**src/rtl/timersoc_ram_arb_pkg.sv**
```systemverilog
// Shared types and defaults for the SoC RAM two-master arbiter.
package timersoc_ram_arb_pkg;

  localparam int ADDR_W_DEF   = 13;
  localparam int DATA_W_DEF   = 32;
  localparam int LOCK_MAX_DEF = 16;

  typedef enum logic {
    UNLOCKED = 1'b0,
    LOCKED   = 1'b1
  } lock_state_t;

  // Master index: 0 = CPU data master, 1 = secondary master.
  typedef logic mst_idx_t;

endpackage

```
**src/rtl/timersoc_ram_arbiter_rr_arb2.sv**
```systemverilog
// Two-input round-robin grant with lock ownership and lock fairness counter.
//
// state    | meaning
// ---------+-------------------------------------------------------------
// UNLOCKED | plain round robin; `last` picks the loser of the last contest
// LOCKED   | `owner` wins whenever it requests; the other master waits
//          | until the owner drops lock or lock_cnt hits LOCK_MAX
//
// lock_cnt counts the owner's consecutive grants while the other master is
// pending. The grant that takes the lock counts as the first of that run, so
// the owner gets exactly LOCK_MAX grants in front of a waiting master.
module rr_arb2
  import timersoc_ram_arb_pkg::*;
#(
  parameter int LOCK_MAX = LOCK_MAX_DEF
) (
  input  logic clk,
  input  logic reset_n,
  input  logic req0,
  input  logic req1,
  input  logic lock0,
  input  logic lock1,
  output logic gnt0,
  output logic gnt1
);

  localparam logic [7:0] CNT_MAX = 8'(LOCK_MAX);

  lock_state_t state, state_n;
  mst_idx_t    owner, owner_n;
  mst_idx_t    last, last_n;
  logic [7:0]  lock_cnt, lock_cnt_n;

  logic     owner_req, other_req;
  logic     any_gnt, win_lock, loser_req;
  mst_idx_t win;

  assign owner_req = owner ? req1 : req0;
  assign other_req = owner ? req0 : req1;
  assign any_gnt   = gnt0 | gnt1;
  assign win       = gnt1;
  assign win_lock  = win ? lock1 : lock0;
  assign loser_req = win ? req0 : req1;

  // State register: lock FSM, owner, round-robin pointer and fairness counter.
  always_ff @(posedge clk or negedge reset_n) begin
    if (!reset_n) begin
      state    <= UNLOCKED;
      owner    <= 1'b0;
      last     <= 1'b1;
      lock_cnt <= '0;
    end else begin
      state    <= state_n;
      owner    <= owner_n;
      last     <= last_n;
      lock_cnt <= lock_cnt_n;
    end
  end

  // Next state: lock take/release, fairness count, pointer follows each winner.
  always_comb begin
    state_n    = state;
    owner_n    = owner;
    last_n     = last;
    lock_cnt_n = lock_cnt;
    if (any_gnt) last_n = win;
    case (state)
      UNLOCKED: begin
        if (any_gnt && win_lock) begin
          state_n    = LOCKED;
          owner_n    = win;
          lock_cnt_n = loser_req ? 8'd1 : 8'd0;
        end
      end
      LOCKED: begin
        if (any_gnt) begin
          if ((win != owner) || !win_lock) begin
            state_n    = UNLOCKED;
            lock_cnt_n = '0;
          end else if (other_req) begin
            lock_cnt_n = lock_cnt + 8'd1;
          end else begin
            lock_cnt_n = '0;
          end
        end
      end
      default: begin
        state_n    = UNLOCKED;
        lock_cnt_n = '0;
      end
    endcase
  end

  // Output: grants, suppressed entirely while reset is asserted.
  always_comb begin
    gnt0 = 1'b0;
    gnt1 = 1'b0;
    if (reset_n) begin
      case (state)
        UNLOCKED: begin
          if (req0 && req1) begin
            gnt0 = last;
            gnt1 = ~last;
          end else begin
            gnt0 = req0;
            gnt1 = req1;
          end
        end
        LOCKED: begin
          if (other_req && (lock_cnt == CNT_MAX)) begin
            gnt0 = owner;
            gnt1 = ~owner;
          end else if (owner_req) begin
            gnt0 = ~owner;
            gnt1 = owner;
          end
        end
        default: begin
          gnt0 = 1'b0;
          gnt1 = 1'b0;
        end
      endcase
    end
  end

endmodule

```
**src/rtl/timersoc_ram_arbiter.sv**
```systemverilog
// Shares the single-port SoC RAM between the CPU data master (m0) and a
// secondary master (m1); routes one-cycle-latency read data back by tag.
module timersoc_ram_arbiter
  import timersoc_ram_arb_pkg::*;
#(
  parameter int ADDR_W   = ADDR_W_DEF,
  parameter int DATA_W   = DATA_W_DEF,
  parameter int LOCK_MAX = LOCK_MAX_DEF
) (
  input  logic                clk,
  input  logic                reset_n,
  input  logic [ADDR_W-1:0]   m0_address,
  input  logic [DATA_W/8-1:0] m0_byteenable,
  input  logic                m0_read,
  input  logic                m0_write,
  input  logic [DATA_W-1:0]   m0_writedata,
  input  logic                m0_lock,
  output logic                m0_waitrequest,
  output logic [DATA_W-1:0]   m0_readdata,
  output logic                m0_readdatavalid,
  input  logic [ADDR_W-1:0]   m1_address,
  input  logic [DATA_W/8-1:0] m1_byteenable,
  input  logic                m1_read,
  input  logic                m1_write,
  input  logic [DATA_W-1:0]   m1_writedata,
  input  logic                m1_lock,
  output logic                m1_waitrequest,
  output logic [DATA_W-1:0]   m1_readdata,
  output logic                m1_readdatavalid,
  output logic [ADDR_W-1:0]   ram_address,
  output logic [DATA_W/8-1:0] ram_byteenable,
  output logic                ram_chipselect,
  output logic                ram_write,
  output logic [DATA_W-1:0]   ram_writedata,
  output logic                ram_clken,
  input  logic [DATA_W-1:0]   ram_readdata,
  output logic                proto_err
);

  logic gnt0, gnt1;
  logic req0, req1;

  logic [ADDR_W-1:0]   addr_q;
  logic [DATA_W/8-1:0] be_q;
  logic [DATA_W-1:0]   wdata_q;

  logic     rd_pend;
  mst_idx_t rd_tag;
  logic     rd_accept;

  assign req0 = m0_read | m0_write;
  assign req1 = m1_read | m1_write;

  rr_arb2 #(
    .LOCK_MAX (LOCK_MAX)
  ) u_arb (
    .clk     (clk),
    .reset_n (reset_n),
    .req0    (req0),
    .req1    (req1),
    .lock0   (m0_lock),
    .lock1   (m1_lock),
    .gnt0    (gnt0),
    .gnt1    (gnt1)
  );

  assign m0_waitrequest = ~gnt0;
  assign m1_waitrequest = ~gnt1;

  // Read data is broadcast; only the valid strobe is steered by the tag.
  assign m0_readdata      = ram_readdata;
  assign m1_readdata      = ram_readdata;
  assign m0_readdatavalid = rd_pend & (rd_tag == 1'b0);
  assign m1_readdatavalid = rd_pend & (rd_tag == 1'b1);

  assign ram_clken = reset_n;

  // RAM mux: winner drives the RAM; address/data hold their last value when idle.
  always_comb begin
    ram_address    = addr_q;
    ram_byteenable = be_q;
    ram_writedata  = wdata_q;
    ram_chipselect = gnt0 | gnt1;
    ram_write      = (gnt0 & m0_write) | (gnt1 & m1_write);
    if (gnt0) begin
      ram_address    = m0_address;
      ram_byteenable = m0_byteenable;
      ram_writedata  = m0_writedata;
    end else if (gnt1) begin
      ram_address    = m1_address;
      ram_byteenable = m1_byteenable;
      ram_writedata  = m1_writedata;
    end
  end

  // Capture the last presented address/data so idle cycles keep the bus stable.
  always_ff @(posedge clk or negedge reset_n) begin
    if (!reset_n) begin
      addr_q  <= '0;
      be_q    <= '0;
      wdata_q <= '0;
    end else if (ram_chipselect) begin
      addr_q  <= ram_address;
      be_q    <= ram_byteenable;
      wdata_q <= ram_writedata;
    end
  end

  // A read+write request is a write, so it never raises a read tag.
  assign rd_accept = (gnt0 & m0_read & ~m0_write) | (gnt1 & m1_read & ~m1_write);

  // Read tag pipeline: one stage matching the RAM's read latency.
  always_ff @(posedge clk or negedge reset_n) begin
    if (!reset_n) begin
      rd_pend <= 1'b0;
      rd_tag  <= 1'b0;
    end else begin
      rd_pend <= rd_accept;
      rd_tag  <= gnt1;
    end
  end

  // Sticky protocol error on read and write asserted together by either master.
  always_ff @(posedge clk or negedge reset_n) begin
    if (!reset_n) begin
      proto_err <= 1'b0;
    end else if ((m0_read & m0_write) | (m1_read & m1_write)) begin
      proto_err <= 1'b1;
    end
  end

endmodule

```
**config.mk**
```make
export PLATFORM = sky130hd
export DESIGN_NAME = timersoc_ram_arbiter
export DESIGN_NICKNAME = d
export VERILOG_FILES = /design/src/rtl/timersoc_ram_arb_pkg.sv /design/src/rtl/timersoc_ram_arbiter_rr_arb2.sv /design/src/rtl/timersoc_ram_arbiter.sv
export SDC_FILE = /design/constraint.sdc
export NUM_CORES = 1
export LEC_CHECK = 0
export ABC_AREA = 1
export CAP_MARGIN = 25
export CELL_PAD_IN_SITES_DETAIL_PLACEMENT = 0
export CELL_PAD_IN_SITES_GLOBAL_PLACEMENT = 1
export CORE_MARGIN = 10
export CORE_UTILIZATION = 24
export DETAILED_ROUTE_END_ITERATION = 8
export GPL_ROUTABILITY_DRIVEN = 0
export GPL_TIMING_DRIVEN = 0
export PLACE_DENSITY = 0.84
export SYNTH_ARGS = -nofsm -noshare
export SYNTH_HDL_FRONTEND = slang
export SYNTH_SLANG_ARGS = --single-unit
export TNS_END_PERCENT = 30
```
**constraint.sdc**
```tcl
create_clock -name clk -period 2.5 [get_ports clk]
set_input_delay 0.5 -clock clk [delete_from_list [all_inputs] [get_ports clk]]
set_output_delay 0.5 -clock clk [all_outputs]
set_load 0.05 [all_outputs]
```
* Word-level counts from Yosys, hierarchy flattened *
Index checks and enable logic that the tools add are counted.

storage, ports and cells
  register bits = 63
  latch bits = 0
  RAM bits = 0
  ROM bits = 0
  bits of input ports = 138
  word-level logic and storage cells = 76
  memories kept = 0

operators by class
  $add $sub $neg = 1
  multiply operators = 0
  div/mod/pow operators = 0
  magnitude comparators = 0
  equal/unequal tests = 4
  shift operators = 0
  muxes and demuxes = 30
  bitwise gates (word level) = 24
  reductions and logical operators = 7

operators with widths
  kind                                                    number
  2-to-1 mux 32 bit                                       2
  2-to-1 mux 8 bit                                        4
  2-to-1 mux 13 bit                                       2
  2-to-1 mux 1 bit                                        16
  one-hot mux 8 bit (2 select lines)                      1
  bitwise AND 1 bit                                       10
  adder 8 x 1 -> 8 bit (second input constant)            1
  equality test 8 x 5 -> 1 bit (second input constant)    1
  2-to-1 mux 4 bit                                        2
  inverter 1 bit                                          8
  OR 1 bit                                                6
  one-hot mux 1 bit (2 select lines)                      3
  AND reduction 2 bit                                     2
  logical AND 1 bit                                       3
  inequality test 2 x 1 -> 1 bit (second input constant)  1
  inequality test 2 bit (second input constant)           1
  logical NOT 1 bit                                       1
  logical OR 1 bit                                        1
  inequality test 1 bit                                   1

* Logic depth before layout (Yosys ltp) *
  depth in word-level cells = 12
  depth in mapped cells = 16

* Hierarchy *
A second synthesis with hierarchy kept.

unflattened totals
  cell total of the unflattened synthesis = 536
  area total of the unflattened synthesis = 4106.4 µm²

modules (own cells, without submodules)
  module                instances  cells an instance  area an instance (µm²)
  timersoc_ram_arbiter  1          403                3188.1
  rr_arb2               1          133                918.4

* Worst setup path after synthesis *
No wires, ideal clock.

  path type = reg-to-output
  from = reg u_arb.lock_cnt[0]
  to = out ram_write
  data arrival time = 2.315 ns
  required time = 2.000 ns
  path slack = -0.315 ns
  stages on the path, launching flop included = 12
  buffers on the path = 0
  cell sequence = dfrtp_1 inv_1 ha_1 nand2_1 clkinv_1 nand2_2 nor2_4 nand2_1 nand2_1 nand2_2 nand2_8 o21ai_0

between the ends
  word-level cells in the longest chain between the ends = 7
  elaborated cells on any way between the ends = 11

RTL lines
  what                                line                                 RTL
  start: declaration                  timersoc_ram_arbiter_rr_arb2.sv:32   logic [7:0] lock_cnt, lock_cnt_n;
  start signal: assignment            timersoc_ram_arbiter_rr_arb2.sv:56   lock_cnt <= lock_cnt_n;
  equality test 8 x 5 -> 1 bit *      timersoc_ram_arbiter_rr_arb2.sv:110  if (other_req && (lock_cnt == CNT_MAX)) begin
  logical AND 1 bit *                 timersoc_ram_arbiter_rr_arb2.sv:110
  2-to-1 mux 1 bit                    timersoc_ram_arbiter_rr_arb2.sv:110
  one-hot mux 1 bit (2 select lines)  timersoc_ram_arbiter_rr_arb2.sv:99   case (state)
  2-to-1 mux 1 bit                    timersoc_ram_arbiter_rr_arb2.sv:98   if (reset_n) begin
  bitwise AND 1 bit                   timersoc_ram_arbiter.sv:84           ram_write = (gnt0 & m0_write) | (gnt1 & m1_write);
  OR 1 bit *                          timersoc_ram_arbiter.sv:84
  end: declaration                    timersoc_ram_arbiter.sv:33           output logic ram_write,

Mark *: on every way between the ends. The rest lies on a longest branch, timed or not.

* Worst setup path after layout *
  from = reg u_arb.lock_cnt[0]
  to = out ram_address[4]

between the ends
  word-level cells in the longest chain between the ends = 7
  elaborated cells on any way between the ends = 10

RTL lines
  what                                line                                 RTL
  equality test 8 x 5 -> 1 bit *      timersoc_ram_arbiter_rr_arb2.sv:110
  logical AND 1 bit *                 timersoc_ram_arbiter_rr_arb2.sv:110
  2-to-1 mux 1 bit                    timersoc_ram_arbiter_rr_arb2.sv:110
  one-hot mux 1 bit (2 select lines)  timersoc_ram_arbiter_rr_arb2.sv:99
  2-to-1 mux 1 bit                    timersoc_ram_arbiter_rr_arb2.sv:98
  2-to-1 mux 13 bit                   timersoc_ram_arbiter.sv:89           end else if (gnt1) begin
  2-to-1 mux 13 bit *                 timersoc_ram_arbiter.sv:85           if (gnt0) begin
  end: declaration                    timersoc_ram_arbiter.sv:30           output logic [ADDR_W-1:0] ram_address,

Marked as above.

==> flow_metrics.py <==
metrics = {
    "synthesis": {
        "avgSynthCellArea_um2": 7.63,
        "syn_inst": 510,
        "synth_ff_type": "dfrtp_1",
        "synth_warnings": 0,
        "syn_nets": 650,
        "yosysTopAreaCell": "dfrtp_1",
        "synth-edff-count": 0,
        "synth_seq_cells": 63,
        "synth_most_common_cell": "nand2_1",
        "yosysSeqAreaShare_pct": 40.5,
        "synth_top_area_share_pct": 39.8,
        "ys_async_sr_fraction_pct": 100,
        "synth_cell_types": 30,
        "synthTopCellsByCount": "nand2_1 (174), nand3_1 (112), buf_4 (65)",
        "syn_area_um2": 3890,
        "yosys-top-cells-area": "dfrtp_1 (40%), nand2_1 (17%), nand3_1 (14%), buf_4 (13%), nand2_4 (3.2%)",
    },
    "finish": {
        "finalInstanceArea_um2": 7520,
        "nets": 902,
        "drive_gt1_share_pct": 33.6,
        "fin_util_pct": 47.3,
        "fillers": 1561,
        "area_delta_synth_final_pct": 93.2,
    },
    "timing": {
        "finalSetupViolCount": 51,
        "final.setup.worst_slack_ns": -0.242,
        "final_max_slew_viol_count": 0,
        "fmax_mhz": 365,
        "fin_crit_sh_pct": 110,
        "clock_skew_ns": 0.00447,
        "slew_headroom_pct": 64.0,
        "post-route-min-period_ns": 2.74,
        "whs_ns": 0.180,
        "tightest_slew_ns": 0.538,
        "tns_ns": -10.96,
        "rsz0062_at_grt": "yes",
        "final-hold-violation-count": 0,
    },
    "routing": {
        "vias": 4213,
        "ant_nets": 0,
        "drt-initial-drc-count": 123,
        "via_per_inst": 4.29,
        "drt_wl_total_um": 15400,
        "wire_per_inst_um": 15.7,
        "drt_pre_antenna_iters": 4,
        "remaining_drc_errors": 0,
    },
    "worst_setup_path": {
        "path_cells": "inv_2 > ha_4 > nand2_2 > clkinv_2 > nand2_4 > nor2_4 > nand2_1 > nand2_1 > nand2_2 > nand2_4 > nand2_8 > inv_8 > buf_12 > buf_12 > nand2_2 > nand3_2 > buf_8",
        "criticalPathCategory": "flop to output port",
        "cpPeakStageDelay_ns": 0.40,
        "critPathMostFrequentCell": "nand2_2",
        "startpoint_type": "flop",
        "critical_path_required_ns": 2.00,
        "crit_path_max_fanout": 7,
        "arrival_ns": 2.24,
        "slowest_stage": "dfrtp_1",
        "endpoint_kind": "output port",
    },
    "placed_design": {
        "dp_slack_ns": -1.33,
        "dp.final_hpwl_um": 12200,
        "portBuffers": 226,
        "dpl_cell_area_um2": 6790,
    },
    "die": {
        "die_area_um2": 21700,
        "ios": 259,
        "die_w_um": 147,
        "rows": 46,
        "die_y_um": 147,
        "start_util_pct": 24.5,
        "core_area_um2": 15900,
    },
    "outcome": {
        "status": "finished with violations",
        "violations": "negative setup slack",
    },
    "global_route": {
        "antenna_found_initial": 0,
        "grt_pass1_vias": 4484,
        "grt_max_degree": 63,
        "grt_first_pass_wirelength_um": 24300,
        "globalRouteOverflowTotal": 0,
        "grt_usage_pct": 14.0,
    },
    "clock_tree": {
        "htreeDepth": 3,
        "cts_buffers": 9,
        "cts_tree": "done",
        "cts-root-buf": "clkbuf_16",
        "cts_sinks": 63,
        "clk_latency_ns": 0.33,
        "cts_max_path_buffers": 2,
        "clk_pin_slew_ns": 0.05,
    },
    "worst_hold_path": {
        "hold_path_class": "input pin to async pin",
    },
    "pwr": {
        "power_density_nw_per_um2": 1230,
        "p_leak_nw": 3.69,
        "ir_worst_vdd_uv": 654,
    },
    "job": {
        "cap_violations": 0,
    },
}
-- critical path: cells and delay by family, from the launching register on --
| family | cells | cell delay [ns] |
|---|---|---|
| flops | 1 | 0.40 |
| buf+inv | 6 | 0.60 |
| fa+ha+maj | 1 | 0.12 |
| simple gates | 10 | 0.77 |
-- power by group --
| part | switching [mW] | internal, mW | total, mW |
|---|---|---|---|
| clock network | 0.453 | 0.890 | 1.34 |
| logic | 3.84 | 2.37 | 6.21 |
| registers | 0.206 | 1.47 | 1.67 |
-- metal layers --
metal	GRT usage, %	vias to the layer above	share of wire [%]
met5	0	-	0
met4	3.82	0	1.4
met3	6.35	11	9.0
met2	23.8	150	50
met1	15.5	1959	40
li1	-	2093	-
-- cell type report --
cell class	count	area [um^2]	share of cell area, %
antenna	1	2.50	0.0333
multi-input combinational	346	2050	27.2
sequential	63	1580	21.0
inverter	19	85.1	1.13
buffer	82	662	8.80
clock inverter	4	70.1	0.932
timing repair buffer	241	2560	34.1
clock buffer	11	243	3.23
tap	216	270	3.59
-- what timing repair did --
item | CTS | global route
resized for setup | 426 | 10
pin swaps | 6 | 3
endpoints found under the hold margin | 3 | 0
hold buffers | 1 | 0
buffers inserted | 10 | 2
gates cloned | 1 | 0
setup endpoints to repair | 53 | 53
-- sequential cells by signal, indices dropped and copies added (netlist names) --
| name | flops |
|---|---|
| addr_q | 13 |
| rd_pend | 1 |
| be_q | 4 |
| u_arb.state | 1 |
| u_arb.owner | 1 |
| proto_err | 1 |
| u_arb.last | 1 |
| rd_tag | 1 |
| wdata_q | 32 |
| u_arb.lock_cnt | 8 |
-- placed cells by master, fill, tap and decap left out, drive strengths merged --
cell	Yosys	layout
o21ai	9	9
xor2	3	3
buf	82	148
dfstp	1	1
or2	1	1
a221o	1	1
dfrtp	62	62
a21oi	5	5
diode	0	1
clkdlybuf4s50	0	168
dlygate4sd3	0	1
nor3	1	1
ha	2	2
nand3	112	112
dlygate4sd2	0	5
clkbuf	0	12
clkinv	2	4
inv	17	17
nor2	15	15
a31oi	1	1
nand2	190	190
nand4	1	1
nand3b	4	4
or3b	1	1
bufinv	0	2
-- logic make-up (layout without fill, tap and decap cells) --
group | after synthesis | in the layout | share of synthesized area [%]
buffers and inverters | 101 | 357 | 17.3
and+or+nand+nor | 325 | 325 | 38.6
xor gates and xnor gates | 3 | 3 | 0.675
AOI/OAI and AO/OA | 16 | 16 | 2.31
DFF | 63 | 63 | 40.5
other | 0 | 1 | 0
adders and majority gates | 2 | 2 | 0.643
-- worst paths after layout --
kind / from / endpoint / slack, ns / depth (start not counted)
worst min register to register: be_q[0] / be_q[0] / 0.49 / 2
worst min-delay path: reset_n / wdata_q[31] / 0.18 / 2
min in group clk: be_q[0] / be_q[0] / 0.49 / 2
worst max-delay path: u_arb.lock_cnt[0] / ram_address[4] / -0.24 / 17
max in group asynchronous: reset_n / addr_q[12] / 1.78 / 2
worst max register to register: u_arb.lock_cnt[0] / u_arb.lock_cnt[3] / 0.37 / 16
-- metrics by stage --
stage,power [mW],instances
after CTS,9.32,980
after global placement,7.15,952
after detailed placement,7.21,953
after global routing,9.78,982
final,9.23,983
after floorplan,5.42,510
Power figures use the tool's default switching activity.
